$ cat src/rtl/regfile_pkg.sv
// Shared widths and the write-back entry type for the register-file write queue.
package regfile_pkg;

    localparam int unsigned DATA_W   = 8;
    localparam int unsigned NUM_REGS = 8;
    localparam int unsigned ADDR_W   = $clog2(NUM_REGS);

    // r0 is hardwired to zero; writes to it are dropped and it never forwards.
    localparam logic [ADDR_W-1:0] ZERO_REG = '0;

    typedef struct packed {
        logic [ADDR_W-1:0] addr;
        logic [DATA_W-1:0] data;
    } wb_entry_t;

endpackage

$ cat src/rtl/wb_fifo.sv
// Small circular FIFO of write-back entries; exposes every slot in age order
// (index 0 = oldest) so the parent can search for the newest matching address.
module wb_fifo
    import regfile_pkg::*;
#(
    parameter  int unsigned DEPTH = 2,
    localparam int unsigned PTR_W = $clog2(DEPTH),
    localparam int unsigned CNT_W = $clog2(DEPTH + 1)
) (
    input  logic             clk_i,
    input  logic             rst_ni,
    input  logic             push_i,
    input  wb_entry_t        entry_i,
    input  logic             pop_i,
    input  logic             clear_i,
    output wb_entry_t        ordered_o [DEPTH],
    output logic [CNT_W-1:0] count_o
);

    wb_entry_t        mem_q [DEPTH];
    logic [PTR_W-1:0] head_q, head_d;
    logic [PTR_W-1:0] tail_q, tail_d;
    logic [CNT_W-1:0] count_q, count_d;

    // Pointer and occupancy next-state; clear wins over push/pop.
    always_comb begin
        head_d  = head_q;
        tail_d  = tail_q;
        count_d = count_q;
        if (clear_i) begin
            head_d  = '0;
            tail_d  = '0;
            count_d = '0;
        end else begin
            if (push_i) tail_d = tail_q + PTR_W'(1);
            if (pop_i)  head_d = head_q + PTR_W'(1);
            if (push_i && !pop_i)      count_d = count_q + CNT_W'(1);
            else if (!push_i && pop_i) count_d = count_q - CNT_W'(1);
        end
    end

    // Pointer/occupancy state with synchronous active-low reset.
    always_ff @(posedge clk_i) begin
        if (!rst_ni) begin
            head_q  <= '0;
            tail_q  <= '0;
            count_q <= '0;
        end else begin
            head_q  <= head_d;
            tail_q  <= tail_d;
            count_q <= count_d;
        end
    end

    // Entry storage; slots beyond count are stale and masked by the reader.
    always_ff @(posedge clk_i) begin
        if (rst_ni && !clear_i && push_i) begin
            mem_q[tail_q] <= entry_i;
        end
    end

    // Power-of-two depth lets the pointer sum wrap naturally.
    for (genvar g = 0; g < DEPTH; g++) begin : g_view
        assign ordered_o[g] = mem_q[head_q + PTR_W'(g)];
    end

    assign count_o = count_q;

endmodule

$ cat src/rtl/regfile_write_queue.sv
// Write-back queue in front of the register array: buffers execute results,
// drains one per cycle as a one-hot write enable plus shared data, and
// forwards pending values to two operand read ports.
module regfile_write_queue
    import regfile_pkg::*;
#(
    parameter  int unsigned DEPTH = 2,
    localparam int unsigned CNT_W = $clog2(DEPTH + 1)
) (
    input  logic                clk,
    input  logic                rst,
    input  logic                wb_valid,
    output logic                wb_ready,
    input  logic [ADDR_W-1:0]   wb_addr,
    input  logic [DATA_W-1:0]   wb_data,
    input  logic                hold,
    input  logic                flush,
    output logic [NUM_REGS-1:0] write_enable,
    output logic [DATA_W-1:0]   data_in,
    input  logic [ADDR_W-1:0]   fwd_addr_a,
    input  logic [ADDR_W-1:0]   fwd_addr_b,
    output logic                fwd_hit_a,
    output logic                fwd_hit_b,
    output logic [DATA_W-1:0]   fwd_data_a,
    output logic [DATA_W-1:0]   fwd_data_b,
    output logic [CNT_W-1:0]    pending,
    output logic                idle
);

    wb_entry_t           fifo_view [DEPTH];
    logic [CNT_W-1:0]    count;
    logic                accept, push, pop;
    logic [NUM_REGS-1:0] we_q, we_d;
    logic [DATA_W-1:0]   data_q, data_d;

    // Full blocks acceptance even when a pop happens in the same cycle.
    assign wb_ready = rst && !flush && (count < CNT_W'(DEPTH));
    assign accept   = wb_valid && wb_ready;
    assign push     = accept && (wb_addr != ZERO_REG);
    assign pop      = rst && !hold && !flush && (count != '0);

    wb_fifo #(.DEPTH(DEPTH)) u_fifo (
        .clk_i     (clk),
        .rst_ni    (rst),
        .push_i    (push),
        .entry_i   ('{addr: wb_addr, data: wb_data}),
        .pop_i     (pop),
        .clear_i   (flush),
        .ordered_o (fifo_view),
        .count_o   (count)
    );

    // Output stage next-state: decode the popped head, otherwise idle the enables.
    always_comb begin
        we_d   = '0;
        data_d = data_q;
        if (pop) begin
            we_d   = NUM_REGS'(1) << fifo_view[0].addr;
            data_d = fifo_view[0].data;
        end
    end

    // Output stage register driving the array.
    always_ff @(posedge clk) begin
        if (!rst) begin
            we_q   <= '0;
            data_q <= '0;
        end else begin
            we_q   <= we_d;
            data_q <= data_d;
        end
    end

    // Output stage is older than any queued entry, so it is checked first and
    // queued matches (oldest to newest) overwrite it.
    function automatic logic [DATA_W:0] fwd_lookup(input logic [ADDR_W-1:0] addr);
        logic [DATA_W:0] r;
        r = '0;
        if (addr != ZERO_REG) begin
            if (we_q[addr]) r = {1'b1, data_q};
            for (int unsigned i = 0; i < DEPTH; i++) begin
                if ((CNT_W'(i) < count) && (fifo_view[i].addr == addr))
                    r = {1'b1, fifo_view[i].data};
            end
        end
        return r;
    endfunction

    // Two independent forwarding comparators.
    always_comb begin
        {fwd_hit_a, fwd_data_a} = fwd_lookup(fwd_addr_a);
        {fwd_hit_b, fwd_data_b} = fwd_lookup(fwd_addr_b);
    end

    assign write_enable = we_q;
    assign data_in      = data_q;
    assign pending      = count;
    assign idle         = (count == '0) && (we_q == '0);

endmodule
$ cat config.mk
export PLATFORM = sky130hd
export DESIGN_NAME = regfile_write_queue
export DESIGN_NICKNAME = d
export VERILOG_FILES = /design/src/rtl/regfile_pkg.sv /design/src/rtl/wb_fifo.sv /design/src/rtl/regfile_write_queue.sv
export SDC_FILE = /design/constraint.sdc
export NUM_CORES = 1
export LEC_CHECK = 0
export CORE_ASPECT_RATIO = 1.1
export CORE_MARGIN = 8
export CORE_UTILIZATION = 35
export CTS_CLUSTER_DIAMETER = 30
export DETAILED_ROUTE_END_ITERATION = 10
export GPL_TIMING_DRIVEN = 0
export PLACE_DENSITY = 0.62
export SLEW_MARGIN = 20
export SYNTH_ARGS = -nofsm -noshare
export SYNTH_HDL_FRONTEND = slang
export SYNTH_SLANG_ARGS = --single-unit
$ cat constraint.sdc
create_clock -name clk -period 3.28 [get_ports clk]
set_input_delay 0.656 -clock clk [delete_from_list [all_inputs] [get_ports clk]]
set_output_delay 0.656 -clock clk [all_outputs]
set_load 0.01 [all_outputs]
==> Yosys cells after proc, flatten, opt, wreduce, memory -nomap -nowiden <==
Memory sizes are Yosys's and may differ from the RTL's. A register that Yosys moved wholly into a read port is not among the register bits.
Cells that the tools add are included.
{ "totals": {"ff_bits": 20, "ram_bits": 22, "word_cells": 67, "n_memories": 1} }
{ "mem_list": {"columns": ["memory", "words", "word_bits", "read_ports", "rd_clocked_by_memory_dff", "write_ports", "line", "source"], "rows": [
  ["u_fifo.mem_q", 2, 11, 2, 1, 1, "wb_fifo.sv:20", "wb_entry_t mem_q [DEPTH];"]
]} }
{ "op_classes": {"addsub": 4, "n_lt_le_gt_ge": 5, "eq_ne": 4, "n_shift": 1, "n_mux": 18, "bitwise": 1, "reduce_logical": 28} }
{ "op_table": {"columns": ["op", "n"], "rows": [
  ["2-to-1 mux 9 bit", 8],
  ["logical AND 1 bit", 15],
  ["equality test 3 bit", 4],
  ["nonzero test 3 bit", 3],
  ["zero test 8 bit", 1],
  ["less-than comparator 3 x 4 -> 1 bit, second input constant", 2],
  ["left shift 1 x 3 -> 8 bit, first input constant", 1],
  ["binary-select mux 1 bit (select 3 bit)", 2],
  ["2-to-1 mux 1 bit", 6],
  ["zero test 1 bit", 4],
  ["less-than comparator 1 x 2 -> 1 bit, first input constant", 2],
  ["2-to-1 mux 2 bit", 2],
  ["nonzero test 2 bit", 2],
  ["adder 1 bit, second input constant", 2],
  ["adder 2 x 1 -> 2 bit, second input constant", 1],
  ["zero test 2 bit", 1],
  ["less-than comparator 2 bit, second input constant", 1],
  ["AND reduction 2 bit", 1],
  ["OR reduction 2 bit", 1],
  ["subtractor 2 x 1 -> 2 bit, second input constant", 1],
  ["inverter 1 bit", 1]
]} }

==> Logic depth before layout (Yosys ltp) <==
{ "depth": {"word_depth": 9, "ltp_mapped": 11, "mapped_depth_nobuf": 9} }

==> Modules after synthesis <==
From an unflattened synthesis, not the netlist that was laid out.
{ "hier_totals": {"hier_cells": 257, "area_unflattened_um2": 2652.5} }
{ "modules_own_cells": {"columns": ["module", "n_inst", "cells_per_inst", "area_per_inst_um2", "seq_area_each_um2"], "rows": [
  ["regfile_write_queue", 1, 188, 1522.7, 320.3],
  ["wb_fifo", 1, 69, 1129.8, 760.7]
]} }

==> Worst setup path after synthesis <==
Ideal clock, no wire load.
{ "synth_path": {"kind": "input -> output", "start": "in fwd_addr_b[0]", "end": "out fwd_data_b[0]", "arrival_ns": 2.233, "slack_ns": 0.391, "stages": 6, "n_path_buf": 1, "path_cell_list": "clkbuf_1 mux4_2 mux2_2 o41a_4 a221oi_1 a211oi_1"} }
{ "synth_via": {"elab_chain_cells": 6} }
{ "synth_rtl": {"columns": ["item", "line", "source"], "rows": [
  ["start: declaration", "regfile_write_queue.sv:21", "input logic [ADDR_W-1:0] fwd_addr_b,"],
  ["binary-select mux 1 bit (select 3 bit)", "regfile_write_queue.sv:80", "if (we_q[addr]) r = {1'b1, data_q};"],
  ["2-to-1 mux 1 bit (not written as such)", "regfile_write_queue.sv:80", null],
  ["2-to-1 mux 9 bit", "regfile_write_queue.sv:80", null],
  ["2-to-1 mux 9 bit (2 in a row)", "regfile_write_queue.sv:82", "if ((CNT_W'(i) < count) && (fifo_view[i].addr == addr))"],
  ["2-to-1 mux 9 bit *", "regfile_write_queue.sv:79", "if (addr != ZERO_REG) begin"],
  ["end: declaration", "regfile_write_queue.sv:25", "output logic [DATA_W-1:0] fwd_data_b,"]
]} }
Every way passes the cells marked *; elsewhere a longest branch is shown, timed or not. The select of a mux whose other input is x is not followed.

==> Final worst setup path <==
{ "layout_path": {"start": "in fwd_addr_a[1]", "end": "out fwd_hit_a"} }
{ "layout_via": {"elab_chain_cells": 6} }
{ "layout_rtl": {"columns": ["item", "line", "source"], "rows": [
  ["start: declaration", "regfile_write_queue.sv:20", "input logic [ADDR_W-1:0] fwd_addr_a,"],
  ["binary-select mux 1 bit (select 3 bit)", "regfile_write_queue.sv:80", null],
  ["2-to-1 mux 1 bit (not written as such)", "regfile_write_queue.sv:80", null],
  ["2-to-1 mux 9 bit", "regfile_write_queue.sv:80", null],
  ["2-to-1 mux 9 bit (2 in a row)", "regfile_write_queue.sv:82", null],
  ["2-to-1 mux 9 bit *", "regfile_write_queue.sv:79", null],
  ["end: declaration", "regfile_write_queue.sv:22", "output logic fwd_hit_a,"]
]} }
Marked as above.

==> impl.org <==
** Power and ir drop
- For this design the ratio of total power to cell area is 352 nW/um^2.
- Summing internal, switching and leakage power gives 1170 uW.
- Static leakage power :: 0.00111 uW
- Max VDD drop :: 0.142 mV

** CTS
- TritonCTS built the clock tree.
- Library cell used as clock root buffer :: sky130_fd_sc_hd__clkbuf_8
- Number of sinks on the clock net :: 43
- The clock tree synthesis step divided the H-tree into 2 levels.
- In this run, CTS created clock tree buffers numbering 5.
- Clock-pin slew was measured on the worst setup and hold paths at 80 ps.
- The clock reaches the later pin of the worst-skew pair after 290 ps.
- The clock passes through at most 2 buffers.
- Number of buffers inserted by hold repair at cts :: 0

** Detailed routing
- Antenna-violating nets left :: 0
- For this run, design rule violations remaining after detail routing come to 0.
- Number of violations reported at the end of detailed-routing iteration 0 :: 66
- Vias per Instance :: 5.34
- Before antenna repair, the detailed router went through 4 iterations.
- In the final routed layout, each cell accounts on average for 17.7 um.
- Total via count in the routed design :: 1874
- For this block, the routed nets add up to 6200 um of wire.

** Timing
- In the finished design, the share of the clock period the worst path needs comes to 0.980.
- Number of setup violations in the final report :: 0
- Transition time at the pin with the least slew margin :: 1170 ps
- The count of endpoints failing hold in the final timing report came to 0.
- For the finished layout, the period the worst path requires is 3210 ps.
- Setup repair after global routing left no endpoint under its margin.
- Clock tree skew after final layout :: 4.42 ps
- Max Transition Viols Final :: 0
- Adding up every negative setup slack in the final design gives 0 ps.
- PnR worst setup slack :: 66.2 ps
- Slew margin rel. :: 0.214
- Static timing analysis puts the maximum clock frequency at 311 MHz.

** Synth
- During synthesis, Yosys emitted a total of 0 warnings.
- Post-synthesis net count :: 221
- In the synthesized netlist the dominant register cell turns out to be sky130_fd_sc_hd__edfxtp_1.
- After synthesis, the netlist uses 34 different library cells.
- Of all flip-flops after synthesis, the portion carrying an async set or reset was 0.
- Synthesis produced a netlist whose cell count is 196.
- For this run, the register share of the synthesized area comes to 0.451.
- The average instance in the mapped netlist occupies 12.2 um^2.
- The mapped netlist covers 2400 um^2.
- Number of synthesized flops with an enable pin :: 22
- Register bit total from synthesis :: 43

** Worst setup path
- The worst setup path is captured at a primary output.
- The signal on the critical path passes through dlygate4sd2_1, nor3_1, nor2_1, clkdlybuf4s50_1.
- Master of the slowest instance on the critical path :: sky130_fd_sc_hd__nor3_1
- At the worst endpoint, the required time is 2620 ps.
- For the worst setup path, the data arrival time is 2560 ps.
- The critical path is of the input port to primary output type.
- Worst setup path startpoint :: fwd_addr_a[1]
- Largest stage delay on the critical path :: 960 ps
- Highest net fanout along the worst path :: 9
- The startpoint identified for the worst register-to-register timing path is u_fifo.count_o[1]$_SDFFE_PP0P_.
- STA classifies the critical path startpoint as an input port.

** Cells and area
- In the final design database the tool counted 293 nets.
- Once layout is done, the placed cells without fillers occupy 3320 um^2.
- Of the cells placed in the final design, the portion with a size suffix greater than 1 is 0.238.
- Compared with the post-synthesis result, the final layout area differs by 38.6%.
- Once layout is complete, the cells apart from fillers number 351.
- The repair_antennas step left the layout with diodes totalling 0.

** Floorplanning
- Area enclosed by the die boundary :: 9750 um^2
- Initial cell density of the core :: 0.363
- The floorplan has 31 rows.
- From left edge to right edge, the die measures 94.9 um.
- The total area inside the core boundary comes to 6590 um^2.
- 60 I/O pins were placed.
- Y dimension of the die :: 103 um

** Place
- At the end of routability-driven placement, the weighted congestion stood at 0.788.
- The placed instances occupy a cell area of 3050 um^2.
- Dpl hpwl :: 4780 um
- Port-buffer cells :: 55
- Minimum setup slack after placement :: -405 ps
- # placed instances :: 333

** Global routing
- The initial antenna violation count is 0.
- The first global-routing pass estimated 9670 um of wire.
- Summed over all layers, the global routing overflow is 0.
- Via count of the first global-routing pass :: 1917
- All-layer global routing usage :: 0.125
- Entering global routing, the biggest net connects 14 pins.

** Min path
- Worst min-delay path class :: flip-flop to flip-flop
- The startpoint identified for the worst hold timing path is u_fifo.tail_q$_SDFFE_PP0P_.

** Status
- Result of the run :: finished clean

** Job
- Across the run, the number of max-cap violations was 0.
[critical path: cells and delay by family]
kind,cells,cell delay [ps]
simple gates,2,1070
buf+inv,2,830
[what timing repair did]
item                                    CTS  global route
buffers inserted                         10             1
endpoints found under the setup margin   18            17
pin swaps                                 5             3
gates resized for setup                  38            18
[through the flow]
step / util / hold slack (ps)
detailed placement: 0.462 / 539
global route: 0.504 / 580
global placement: 0.462 / 516
finish: 0.504 / 555
CTS: 0.492 / 560
floorplan: - / 498
[final timing paths]
| check | cells past startpoint | end | slack, ps |
|---|---|---|---|
| worst max register to register | 9 | u_fifo.count_o[1]$_SDFFE_PP0P_ | 750 |
| worst min-delay path | 2 | u_fifo.tail_q$_SDFFE_PP0P_ | 560 |
| worst min register to register | 2 | u_fifo.tail_q$_SDFFE_PP0P_ | 560 |
| worst max-delay path | 4 | fwd_hit_a | 70 |
[per-layer routing]
metal	share of wire	track usage
met5	0	0
met4	0.014	0.0505
met3	0.055	0.0262
met2	0.49	0.209
met1	0.44	0.154
[cells by family (layout without fill, tap and decap cells)]
group	Yosys count	in the layout	synth area share
and+or+nand+nor	46	46	0.126
DFF	43	43	0.451
muxes	36	36	0.189
xor gates and xnor gates	15	15	0.0548
AOI/OAI and AO/OA	39	39	0.135
adders and majority gates	3	3	0.0157
buffers and inverters	14	87	0.0292
[state kept, by name (all words and copies together) (netlist names), named ones only]
name	count
u_fifo.count_o	2
write_enable	8
u_fifo.head_q	1
u_fifo.tail_q	1
u_fifo.mem_q	22
data_in	8
[layout make-up]
type                       instances  area [um^2]
tap                               82          103
inverter                           3         11.3
clock buffer                       6         72.6
clock inverter                     2         60.1
multi-input combinational        139         1330
timing repair buffer              66          593
fill                             625         3270
sequential                        43         1080
buffer                            10         67.6
[cells in the final DEF (no fill, tap or decap), types with 5 or more instances in the layout]
cell type	n
sky130_fd_sc_hd__clkdlybuf4s50_1	37
sky130_fd_sc_hd__edfxtp_1	22
sky130_fd_sc_hd__dfxtp_1	20
sky130_fd_sc_hd__mux2i_1	19
sky130_fd_sc_hd__nor2_1	15
sky130_fd_sc_hd__a211oi_1	15
sky130_fd_sc_hd__buf_4	13
sky130_fd_sc_hd__dlygate4sd2_1	12
sky130_fd_sc_hd__xnor2_1	10
sky130_fd_sc_hd__mux2_2	10
sky130_fd_sc_hd__a221oi_1	9
sky130_fd_sc_hd__nor2b_1	9
sky130_fd_sc_hd__a221oi_2	7
sky130_fd_sc_hd__buf_2	6
sky130_fd_sc_hd__nor3_1	6
sky130_fd_sc_hd__clkbuf_8	5
[power by group]
group	internal [uW]	switching (uW)
logic	55.8	57.3
registers	570	4.50
clock network	304	178
[cell usage after synthesis (3+ instances only)]
cell | n | area [um^2]
sky130_fd_sc_hd__a21oi_1 | 3 | 15.0
sky130_fd_sc_hd__nor2_1 | 15 | 56.3
sky130_fd_sc_hd__nand2b_1 | 3 | 18.8
sky130_fd_sc_hd__inv_1 | 3 | 11.3
sky130_fd_sc_hd__xnor2_1 | 13 | 114
sky130_fd_sc_hd__mux4_2 | 4 | 90.1
sky130_fd_sc_hd__nor4_4 | 4 | 85.1
sky130_fd_sc_hd__mux2i_1 | 19 | 190
sky130_fd_sc_hd__a221oi_1 | 16 | 140
sky130_fd_sc_hd__dfxtp_1 | 21 | 420
sky130_fd_sc_hd__nor3_1 | 7 | 35.0
sky130_fd_sc_hd__nor2b_1 | 9 | 56.3
sky130_fd_sc_hd__a211oi_1 | 16 | 120
sky130_fd_sc_hd__edfxtp_1 | 22 | 661
sky130_fd_sc_hd__clkbuf_1 | 5 | 18.8
sky130_fd_sc_hd__ha_1 | 3 | 37.5
sky130_fd_sc_hd__mux2_2 | 10 | 113
Note: power is estimated with default switching activity, not from simulation.
